**src/rtl/spi_slave_sync_if.sv**
```systemverilog
// SPI slave pin and parallel-word bundle shared by the slave core and its integrator.
// No latency or storage; pure signal grouping.
// No backpressure: words are presented and consumed at frame rate.
interface spi_slave_sync_if #(
   parameter int WIDTH = 8
);
   logic             CS;
   logic             SCLK;
   logic             MOSI;
   logic             MISO;
   logic [WIDTH-1:0] data_in;
   logic [WIDTH-1:0] data_out;
   logic             rx_valid;
   logic             busy;
   logic             abort;

   modport slave (
      input  CS,
      input  SCLK,
      input  MOSI,
      input  data_in,
      output MISO,
      output data_out,
      output rx_valid,
      output busy,
      output abort
   );

   modport master (
      output CS,
      output SCLK,
      output MOSI,
      output data_in,
      input  MISO,
      input  data_out,
      input  rx_valid,
      input  busy,
      input  abort
   );
endinterface

```
**src/rtl/spi_slave_sync.sv**
```systemverilog
// SPI mode-0 slave, MSB first, oversampled by clk through SYNC_STAGES-deep synchronizers.
// Latency: SYNC_STAGES+1 clk from a pin edge to its effect on MISO/data_out/rx_valid.
// No backpressure: data_out is overwritten at each completed frame, data_in is sampled at frame start/boundary.
module spi_slave_sync #(
   parameter int WIDTH       = 8,
   parameter int SYNC_STAGES = 2
) (
   input logic             clk,
   input logic             rst,
   spi_slave_sync_if.slave bus
);

   localparam int CW = $clog2(WIDTH + 1);

   typedef enum logic [1:0] {
      IDLE  = 2'b01,
      SHIFT = 2'b10
   } state_t;

   logic [SYNC_STAGES-1:0] cs_sync;
   logic [SYNC_STAGES-1:0] sclk_sync;
   logic [SYNC_STAGES-1:0] mosi_sync;
   logic                   cs_d;
   logic                   sclk_d;
   logic [SYNC_STAGES:0]   flush_sr;
   logic                   cs_armed;

   logic cs_s;
   logic sclk_s;
   logic mosi_s;
   logic cs_fall;
   logic cs_rise;
   logic sclk_rise;
   logic sclk_fall;

   state_t           state_q,    state_n;
   logic [CW-1:0]    cnt_q,      cnt_n;
   logic [WIDTH-1:0] tx_q,       tx_n;
   logic [WIDTH-1:0] rx_q,       rx_n;
   logic             miso_q,     miso_n;
   logic [WIDTH-1:0] dout_q,     dout_n;
   logic             rx_valid_q, rx_valid_n;
   logic             abort_q,    abort_n;

   logic [WIDTH-1:0] tx_shifted;
   logic [WIDTH-1:0] rx_shifted;

   assign cs_s   = cs_sync[SYNC_STAGES-1];
   assign sclk_s = sclk_sync[SYNC_STAGES-1];
   assign mosi_s = mosi_sync[SYNC_STAGES-1];

   // CS resets to the inactive level, so a low CS at reset release would look like a
   // falling edge; frames are only armed once the flushed synchronizer has seen CS high.
   always_ff @(posedge clk or negedge rst) begin
      if (!rst) begin
         cs_sync   <= '1;
         sclk_sync <= '0;
         mosi_sync <= '0;
         cs_d      <= 1'b1;
         sclk_d    <= 1'b0;
         flush_sr  <= '0;
         cs_armed  <= 1'b0;
      end else begin
         cs_sync   <= {cs_sync[SYNC_STAGES-2:0], bus.CS};
         sclk_sync <= {sclk_sync[SYNC_STAGES-2:0], bus.SCLK};
         mosi_sync <= {mosi_sync[SYNC_STAGES-2:0], bus.MOSI};
         cs_d      <= cs_s;
         sclk_d    <= sclk_s;
         flush_sr  <= {flush_sr[SYNC_STAGES-1:0], 1'b1};
         cs_armed  <= cs_armed | (flush_sr[SYNC_STAGES] & cs_s & cs_d);
      end
   end

   assign cs_fall   = cs_armed & cs_d & ~cs_s;
   assign cs_rise   = ~cs_d & cs_s;
   assign sclk_rise = ~sclk_d & sclk_s;
   assign sclk_fall = sclk_d & ~sclk_s;

   always_ff @(posedge clk or negedge rst) begin
      if (!rst) begin
         state_q    <= IDLE;
         cnt_q      <= '0;
         tx_q       <= '0;
         rx_q       <= '0;
         miso_q     <= 1'b0;
         dout_q     <= '0;
         rx_valid_q <= 1'b0;
         abort_q    <= 1'b0;
      end else begin
         state_q    <= state_n;
         cnt_q      <= cnt_n;
         tx_q       <= tx_n;
         rx_q       <= rx_n;
         miso_q     <= miso_n;
         dout_q     <= dout_n;
         rx_valid_q <= rx_valid_n;
         abort_q    <= abort_n;
      end
   end

   always_comb begin
      state_n    = state_q;
      cnt_n      = cnt_q;
      tx_n       = tx_q;
      rx_n       = rx_q;
      miso_n     = miso_q;
      dout_n     = dout_q;
      rx_valid_n = 1'b0;
      abort_n    = 1'b0;

      tx_shifted    = tx_q << 1;
      rx_shifted    = rx_q << 1;
      rx_shifted[0] = mosi_s;

      case (state_q)
         IDLE: begin
            miso_n = 1'b0;
            cnt_n  = '0;
            if (cs_fall) begin
               state_n = SHIFT;
               tx_n    = bus.data_in;
               rx_n    = '0;
               miso_n  = bus.data_in[WIDTH-1];
            end
         end

         SHIFT: begin
            // CS release wins over a coincident SCLK edge.
            if (cs_rise) begin
               state_n = IDLE;
               miso_n  = 1'b0;
               cnt_n   = '0;
               abort_n = (cnt_q != '0);
            end else if (sclk_rise) begin
               rx_n = rx_shifted;
               if (cnt_q == CW'(WIDTH - 1)) begin
                  dout_n     = rx_shifted;
                  rx_valid_n = 1'b1;
                  cnt_n      = '0;
                  tx_n       = bus.data_in;
               end else begin
                  cnt_n = cnt_q + CW'(1);
               end
            end else if (sclk_fall) begin
               // At a frame boundary the freshly reloaded word is presented unshifted.
               if (cnt_q == '0) begin
                  miso_n = tx_q[WIDTH-1];
               end else begin
                  tx_n   = tx_shifted;
                  miso_n = tx_shifted[WIDTH-1];
               end
            end
         end

         default: begin
            state_n = IDLE;
            miso_n  = 1'b0;
            cnt_n   = '0;
         end
      endcase
   end

   assign bus.MISO     = miso_q;
   assign bus.data_out = dout_q;
   assign bus.rx_valid = rx_valid_q;
   assign bus.abort    = abort_q;
   assign bus.busy     = (state_q == SHIFT);

endmodule

```
**src/flat_wrapper.sv**
```systemverilog
// flat-port wrapper written by rule: the top's interface ports become plain ports
module spi_slave_sync_flat 
#(
   parameter int WIDTH       = 8,
   parameter int SYNC_STAGES = 2
)
  (clk, rst, bus_CS, bus_SCLK, bus_MOSI, bus_data_in, bus_MISO, bus_data_out, bus_rx_valid, bus_busy, bus_abort);
  spi_slave_sync_if #(.WIDTH(WIDTH)) bus_i ();
  input logic clk;
  input logic rst;
  input wire logic [$bits(bus_i.CS)-1:0] bus_CS;
  input wire logic [$bits(bus_i.SCLK)-1:0] bus_SCLK;
  input wire logic [$bits(bus_i.MOSI)-1:0] bus_MOSI;
  input wire logic [$bits(bus_i.data_in)-1:0] bus_data_in;
  output wire logic [$bits(bus_i.MISO)-1:0] bus_MISO;
  output wire logic [$bits(bus_i.data_out)-1:0] bus_data_out;
  output wire logic [$bits(bus_i.rx_valid)-1:0] bus_rx_valid;
  output wire logic [$bits(bus_i.busy)-1:0] bus_busy;
  output wire logic [$bits(bus_i.abort)-1:0] bus_abort;
  assign bus_i.CS = bus_CS;
  assign bus_i.SCLK = bus_SCLK;
  assign bus_i.MOSI = bus_MOSI;
  assign bus_i.data_in = bus_data_in;
  assign bus_MISO = bus_i.MISO;
  assign bus_data_out = bus_i.data_out;
  assign bus_rx_valid = bus_i.rx_valid;
  assign bus_busy = bus_i.busy;
  assign bus_abort = bus_i.abort;
  spi_slave_sync #(.WIDTH(WIDTH), .SYNC_STAGES(SYNC_STAGES)) u_core (.clk(clk), .rst(rst), .bus(bus_i));
endmodule
```
**config.mk**
```make
export PLATFORM = sky130hd
export DESIGN_NAME = spi_slave_sync_flat
export DESIGN_NICKNAME = d
export VERILOG_FILES = /design/src/rtl/spi_slave_sync_if.sv /design/src/rtl/spi_slave_sync.sv /design/src/flat_wrapper.sv
export SDC_FILE = /design/constraint.sdc
export NUM_CORES = 1
export LEC_CHECK = 0
export CAP_MARGIN = 40
export CORE_UTILIZATION = 40
export CTS_CLUSTER_DIAMETER = 50
export DETAILED_ROUTE_END_ITERATION = 7
export DONT_BUFFER_PORTS = 1
export SETUP_SLACK_MARGIN = 0.5
export SYNTH_ARGS = -nofsm -noshare
export SYNTH_HDL_FRONTEND = slang
export SYNTH_SLANG_ARGS = --single-unit
```
**constraint.sdc**
```tcl
create_clock -name clk -period 3.3 [get_ports clk]
set_clock_uncertainty 0.2 [all_clocks]
set_input_delay 0.825 -clock clk [delete_from_list [all_inputs] [get_ports clk]]
set_output_delay 0.825 -clock clk [all_outputs]
set_load 0.02 [all_outputs]
```
==> key figures, run 1 <==
Global route
  • All-Layer GR Usage: 13.4%
  • Largest net degree at the start of global routing: 45
  • First-pass GRT wire length: a little over 5 mm
  • Total grt overflow: 0
  • Vias in the first global route: 1,075
  • Initial antenna violation count: 0

Routing
  • Metal-1 WL: 1.30 mm
  • Drt first pass iters: 4
  • Drt drc: 0
  • Vias per cell: 5.26
  • Highest routed layer: met4
  • Vias: 1,030
  • Met3 WL: 108 microns
  • DR iter-0 viols: 32
  • Final antenna-violating net count: 0
  • Avg WL per Cell: 14.8 microns
  • Post-Route WL: 2.91 mm
  • Met2 WL: 1.45 mm

STA
  • Slew Limit Headroom: 65.6%
  • Max frequency: 0.424 GHz
  • RSZ-0062 raised after global routing: false
  • Max Slew Vio Count: 0
  • Setup total negative slack: 0 ps
  • Final setup violation count: 0
  • Crit share post-route: around 71%
  • Min Tclk post-route: 2360 ps
  • Final hold violation count: 0
  • Hold slack: 28.5 ps
  • Worst Max-Slew Pin Slew: between 500 and 600 ps

Clocking
  • Root Buffer: clkbuf_8
  • CTS Buffer Depth: 2
  • Post-CTS Setup Bufs: 0
  • Sinks on Clock Net: 44
  • Clock transition at the registers of the reported paths: 80 ps
  • CTS Buf Count: 5
  • CTS tree: built
  • H-tree depth: 2
  • Worst-Skew Late Latency: ~290 ps

Pwr
  • Leakage power total: 0.923 nW
  • Combinational power share: between 20% and 30%
  • Internal Power: 0.907 mW
  • Power per cell area: 619 nW/um^2
  • Net Switching: 0.347 mW
  • Clock Power Share: ~26%
  • VDD IR max: 0.275 mV
  • Switching Fraction: 27.7%
  • Reg power frac: 53.1%

Placement
  • Port bufs: 0
  • Placed insts: 186
  • Placed inst area: 1910 sq um
  • Final Wtd Congestion: 0.723
  • Dpl hpwl: 2.04 mm

Synthesis
  • Ys Warns: 0
  • Ranking of synthesized cells by area: dfrtp_1 (54%), mux2_2 (9.1%), dfstp_2 (5.6%), mux2_4 (5.6%), a22o_1 (3.3%)
  • Top-count cell post-synth: dfrtp_1
  • Synth Flop Type: dfrtp_1
  • Distinct cells, synth: 36
  • Seq/Total Area, Yosys: 59.3%
  • Mapped cell area: 1870 sq um
  • EDFF count, synth: 0
  • Async S/R FF share, synth: 100%
  • Area leader, netlist: dfrtp_1
  • Synth top cells by count: dfrtp_1 (40), mux2_2 (15), nand2_1 (10)
  • Mapped Nets: ~150
  • Cells after Synth: approximately 140
  • Area share of the largest cell type after synthesis: 53.7%
  • Syn avg cell area: between 10 and 15 sq um
  • #FFs+latches synth: 44

Status
  • Status: finished, final reports clean

Worst hold path
  • Hold Path Class: in2async

Critical path
  • Critical Path RT: around 3300 ps
  • Max FO, Critical Path: 11
  • Setup crit end kind: flop
  • Startpoint Class: flop
  • Setup Crit Path Kind: reg2reg
  • CP cell instances: inv_1 -> ha_1 -> nand2b_1 -> o21ai_1 -> o2111a_1 -> mux2_4
  • WP data arrival: roughly 2300 ps
  • Slowest stage delay, CP: approximately 520 ps
  • Crit-path slowest cell: o2111a_1

Floorplanning
  • Initial core utilization: 42.3%
  • CORE AREA: 4410 sq um
  • Ports: 25
  • FP Rows: 24
  • Die area: 4940 sq um
  • Die W: 70.3 microns
  • Die Span Y: 70.3 microns

Finish
  • ANT cells: 0
  • NumNets Final: 160
  • Proportion of layout cells with a drive suffix above 1: 27.8%
  • Final design utilization: between 40% and 50%
  • Number of filler cells placed in the layout: between 400 and 500
  • Final Cell Area: between 2000 and 2500 sq um
  • Post-Layout Cell Count: 196
  • Synth-to-Final Area Change: 8.52%

Run
  • Max-capacitance violation count: 0
[final timing paths]
| kind | start | end | slack [ps] | depth (start not counted) |
|---|---|---|---|---|
| min in group clk | u_core.sclk_sync[0] | u_core.sclk_sync[1] | 150 | 0 |
| min reg2reg | u_core.sclk_sync[0] | u_core.sclk_sync[1] | 150 | 0 |
| min | rst | u_core.tx_q[0] | 30 | 0 |
| max in group asynchronous | rst | u_core.rx_q[0] | 1840 | 1 |
| max reg2reg | u_core.state_q[0] | u_core.tx_q[2] | 940 | 6 |
| max | u_core.state_q[0] | u_core.tx_q[2] | 940 | 6 |
[registers in the layout, summed over array words and instances, names as in the netlist]
name	count
u_core.tx_q	8
u_core.flush_sr	3
u_core.sclk_d	1
u_core.bus.MISO	1
u_core.cs_armed	1
u_core.bus.abort	1
u_core.state_q	2
u_core.cs_sync	2
u_core.sclk_sync	2
u_core.rx_q	7
u_core.cs_d	1
u_core.cnt_q	4
u_core.mosi_sync	2
u_core.bus.rx_valid	1
u_core.bus.data_out	8
[metal layers]
layer | up-vias | global-route usage, %
met5 | - | 0
met4 | 0 | 6.44
met3 | 6 | 4.91
met2 | 13 | 20.5
met1 | 518 | 16.7
li1 | 493 | -
[per-stage QoR]
step                total power [mW]  worst slack (ps)
floorplan                      0.892              1160
global placement               0.923              1080
detailed placement             0.934               998
CTS                             1.26               973
global route                    1.33               813
finish                          1.25               942
[power groups by stage]
stage	Clock, mW	Combinational [mW]	Sequential [mW]
4_1_cts	0.338	0.258	0.667
3_3_place_gp	0	0.249	0.674
5_1_grt	0.361	0.290	0.675
6_report	0.320	0.268	0.666
2_1_floorplan	0	0.229	0.663
3_5_place_dp	0	0.258	0.676
[cell families after synthesis]
kind of cell	Yosys count	share of synthesized area [%]
compound gates	21	7.85
flops	44	59.3
xor+xnor	2	0.939
mux	24	15.8
fa+ha+maj	4	2.68
other cells	1	0.201
simple gates	32	10.9
buf+inv	9	2.35
[worst max-delay path, delay by kind of cell, from the launching register on]
kind,cells,cell delay (ps)
simple gates,1,110
flops,1,380
buf+inv,1,60
fa+ha+maj,1,470
mux,1,340
compound gates,2,660
[cell usage in the layout, fill, tap and decap left out, types with 5 or more instances in the layout]
master	netlist	routed
inv_1	6	6
a22o_1	7	7
a21oi_1	5	5
clkbuf_8	0	5
dfrtp_1	40	40
mux2_4	7	7
nand2_1	10	10
mux2_2	15	15
[layout make-up]
class / count / area [sq um] / share of cell area, %
Tap cell: 52 / 65.1 / 3.21
Clock buffer: 6 / 72.6 / 3.58
Sequential cell: 44 / 1110 / 54.6
Multi-Input combinational cell: 84 / 716 / 35.4
Inverter: 6 / 22.5 / 1.11
Clock inverter: 2 / 12.5 / 0.618
Timing Repair Buffer: 2 / 30.0 / 1.48
[timing repair]
item                                    CTS  global route
endpoints found under the setup margin    0             0
hold endpoints to repair                  0            22
gates resized for setup                   0             0
hold buffers                              0             2
(Power assumes the default switching activity.)
==> run 2: changes to the inputs <==
Clock period 3.3 ns to 2 ns, I/O delays scaled along.
==> run 2 against run 1 <==
  * The run now ends with hold timing left
  * Largest power group unchanged
  * Clock power is 110% higher
  * Clock-buffer cell count is 1 higher
  * Sequential share of layout area is 6.1 points lower
  * Combinational power is 130% higher
  * Register-to-register slack worse by 930 ps
  * Global-route usage is 2.6 points higher
  * Highest routed layer unchanged
  * Via count is 9.3% higher
  * Routed wire length is 23% higher
  * Critical path depth stayed put
  * Hold slack worse by 340 ps
  * Total power is 92% higher
==> key figures, run 2 (synthesis gave the netlist of run 1 again) <==
Routing
  • Drt drc: 0 (unchanged)
  • Drt first pass iters: 4 (unchanged)
  • Post-Route WL: 3.58 mm (was 2.91 mm)
  • Final antenna-violating net count: 0 (unchanged)
  • Vias: 1,126 (was 1,030)
  • Vias per cell: 5.39 (was 5.26)
  • DR iter-0 viols: 27 (was 32)
  • Avg WL per Cell: 17.1 microns (was 14.8 microns)

Global route
  • Total grt overflow: 0 (unchanged)
  • Initial antenna violation count: 0 (unchanged)
  • Largest net degree at the start of global routing: 45 (unchanged)
  • All-Layer GR Usage: 16.0% (was 13.4%)
  • Vias in the first global route: 1,229 (was 1,075)
  • First-pass GRT wire length: 6.13 mm (was 5.06 mm)

Worst hold path
  • Hold Path Class: in2async (unchanged)

Status
  • Status: complete, but fails checks (was finished, final reports clean)
  • Failing checks: hold timing

Clocking
  • Worst-Skew Late Latency: 290 ps (about the same)
  • CTS Buffer Depth: 2 (unchanged)
  • H-tree depth: 2 (unchanged)
  • CTS tree: built (unchanged)
  • Hold buffers post-CTS: 1 (was 0)
  • CTS Buf Count: 5 (unchanged)
  • Clock transition at the registers of the reported paths: 80 ps (about the same)
  • Sinks on Clock Net: 44 (unchanged)
  • Root Buffer: clkbuf_8 (unchanged)

Placement
  • Dpl hpwl: 2.19 mm (was 2.04 mm)
  • Final Wtd Congestion: 0.758 (was 0.723)
  • Place WS: 12.4 ps (was 998 ps)
  • Port bufs: 0 (unchanged)
  • Placed insts: 190 (was 186)

Critical path
  • WP data arrival: 1960 ps (was 2330 ps)
  • Max FO, Critical Path: 8 (was 11)
  • Setup crit end kind: flop (unchanged)
  • R2r setup slk: 20 ps (was 940 ps)
  • Critical Path RT: 1980 ps (was 3270 ps)
  • Setup Crit Path Kind: reg2reg (unchanged)
  • Startpoint Class: flop (unchanged)

Finish
  • NumNets Final: 173 (was 160)
  • Proportion of layout cells with a drive suffix above 1: 42.0% (was 27.8%)
  • Post-Layout Cell Count: 209 (was 196)
  • ANT cells: 0 (unchanged)
  • Commonest non-fill, non-tap cell in the layout: dfrtp_1 (unchanged)
  • Commonest non-fill, non-tap cells in the layout: dfrtp_1 (39), mux2_4 (15) (was dfrtp_1 (40), mux2_2 (15), nand2_1 (10))
  • Synth-to-Final Area Change: 22.3% (was 8.52%)

STA
  • Max frequency: 0.504 GHz (was 0.424 GHz)
  • Crit share post-route: 99.2% (was 71.5%)
  • Final hold violation count: 44 (was 0)
  • Final setup violation count: 0 (unchanged)
  • Min Tclk post-route: 1980 ps (was 2360 ps)
  • Max Slew Vio Count: 0 (unchanged)
  • RSZ-0062 raised after global routing: true (was false)
  • Final worst slack: 15.5 ps (was 942 ps)
  • Hold slack: -309 ps (was 28.5 ps)

Pwr
  • VDD IR max: 0.557 mV (was 0.275 mV)
  • Power per cell area: 1050 nW/um^2 (was 619 nW/um^2)
  • Leakage power total: 1.06 nW (was 0.923 nW)
  • Overall Power: 2.40 mW (was 1.25 mW)

Floorplanning
  • Die Span Y: 70.3 microns (unchanged)
  • FP Rows: 24 (unchanged)
  • Initial core utilization: 42.3% (unchanged)
  • Die W: 70.3 microns (unchanged)
  • CORE AREA: 4410 sq um (unchanged)
  • Die area: 4940 sq um (unchanged)
  • Ports: 25 (unchanged)

Run
  • Max-capacitance violation count: 0 (unchanged)
==> run 2: cell types whose count changed in the layout (fill, tap and decap cells not counted), sizes merged <==
cell / before / now
buf: 1 / 13
bufinv: 0 / 1
clkbuf: 6 / 7
clkinv: 1 / 0
clkinvlp: 1 / 0
nand2: 12 / 13
==> run 2: cell type report <==
type,instances,area (sq um)
fillers,357,2130
repair buffers,14,139
inverters,6,22.5
clock inverters,1,30.0
multi-input cells,85,841
flip-flops and latches,44,1110
well taps,52,65.1
clock buffers,7,76.3
==> run 2: critical path, stage by stage (launching register included) <==
cell and delay, ps:
dfstp_2 580, ha_4 160, nand4b_1 140, o21ai_1 110
o2111a_1 240, buf_12 150, mux2_4 300
==> run 2: timing repair <==
item / CTS / global route
pin swaps: 16 / 5
endpoints found under the hold margin: 45 / 44
buffers inserted: 7 / 2
endpoints found under the setup margin: 29 / 33
gates resized for setup: 29 / 6
gates cloned: 1 / 0
==> run 2: path summary, 6_finish.rpt <==
path / from / endpoint / cells past startpoint
max: u_core.state_q[0] / u_core.tx_q[6] / 6
max reg2reg: u_core.state_q[0] / u_core.tx_q[6] / 6
min reg2reg: u_core.flush_sr[1] / u_core.flush_sr[2] / 0
max in group asynchronous: rst / u_core.cs_sync[0] / 0
min: rst / u_core.cnt_q[3] / 0
min in group clk: bus_SCLK / u_core.sclk_sync[0] / 0
==> run 2: stage by stage <==
step | TNS [ps] | area, sq um | utilization, %
2_1_floorplan | 0 | 1890 | -
3_3_place_gp | 0 | 1970 | 44.7
3_5_place_dp | 0 | 1970 | 44.7
4_1_cts | 0 | 2250 | 51.0
5_1_grt | -240 | 2280 | 51.7
6_report | 0 | 2280 | 51.7
==> run 2: per-layer routing <==
layer	up-vias	global-route usage, %	routed length (microns)
li1	514	-	-
met4	0	6.00	35
met1	587	19.8	1570
met3	4	4.91	147
met5	-	0	0
met2	21	26.1	1820
==> run 2: report_power, final <==
part	switching, mW	total (mW)	internal, mW
Combinational	0.270	0.627	0.357
Sequential	0.0970	1.12	1.02
Clock	0.286	0.659	0.374
Total	0.652	2.40	1.75
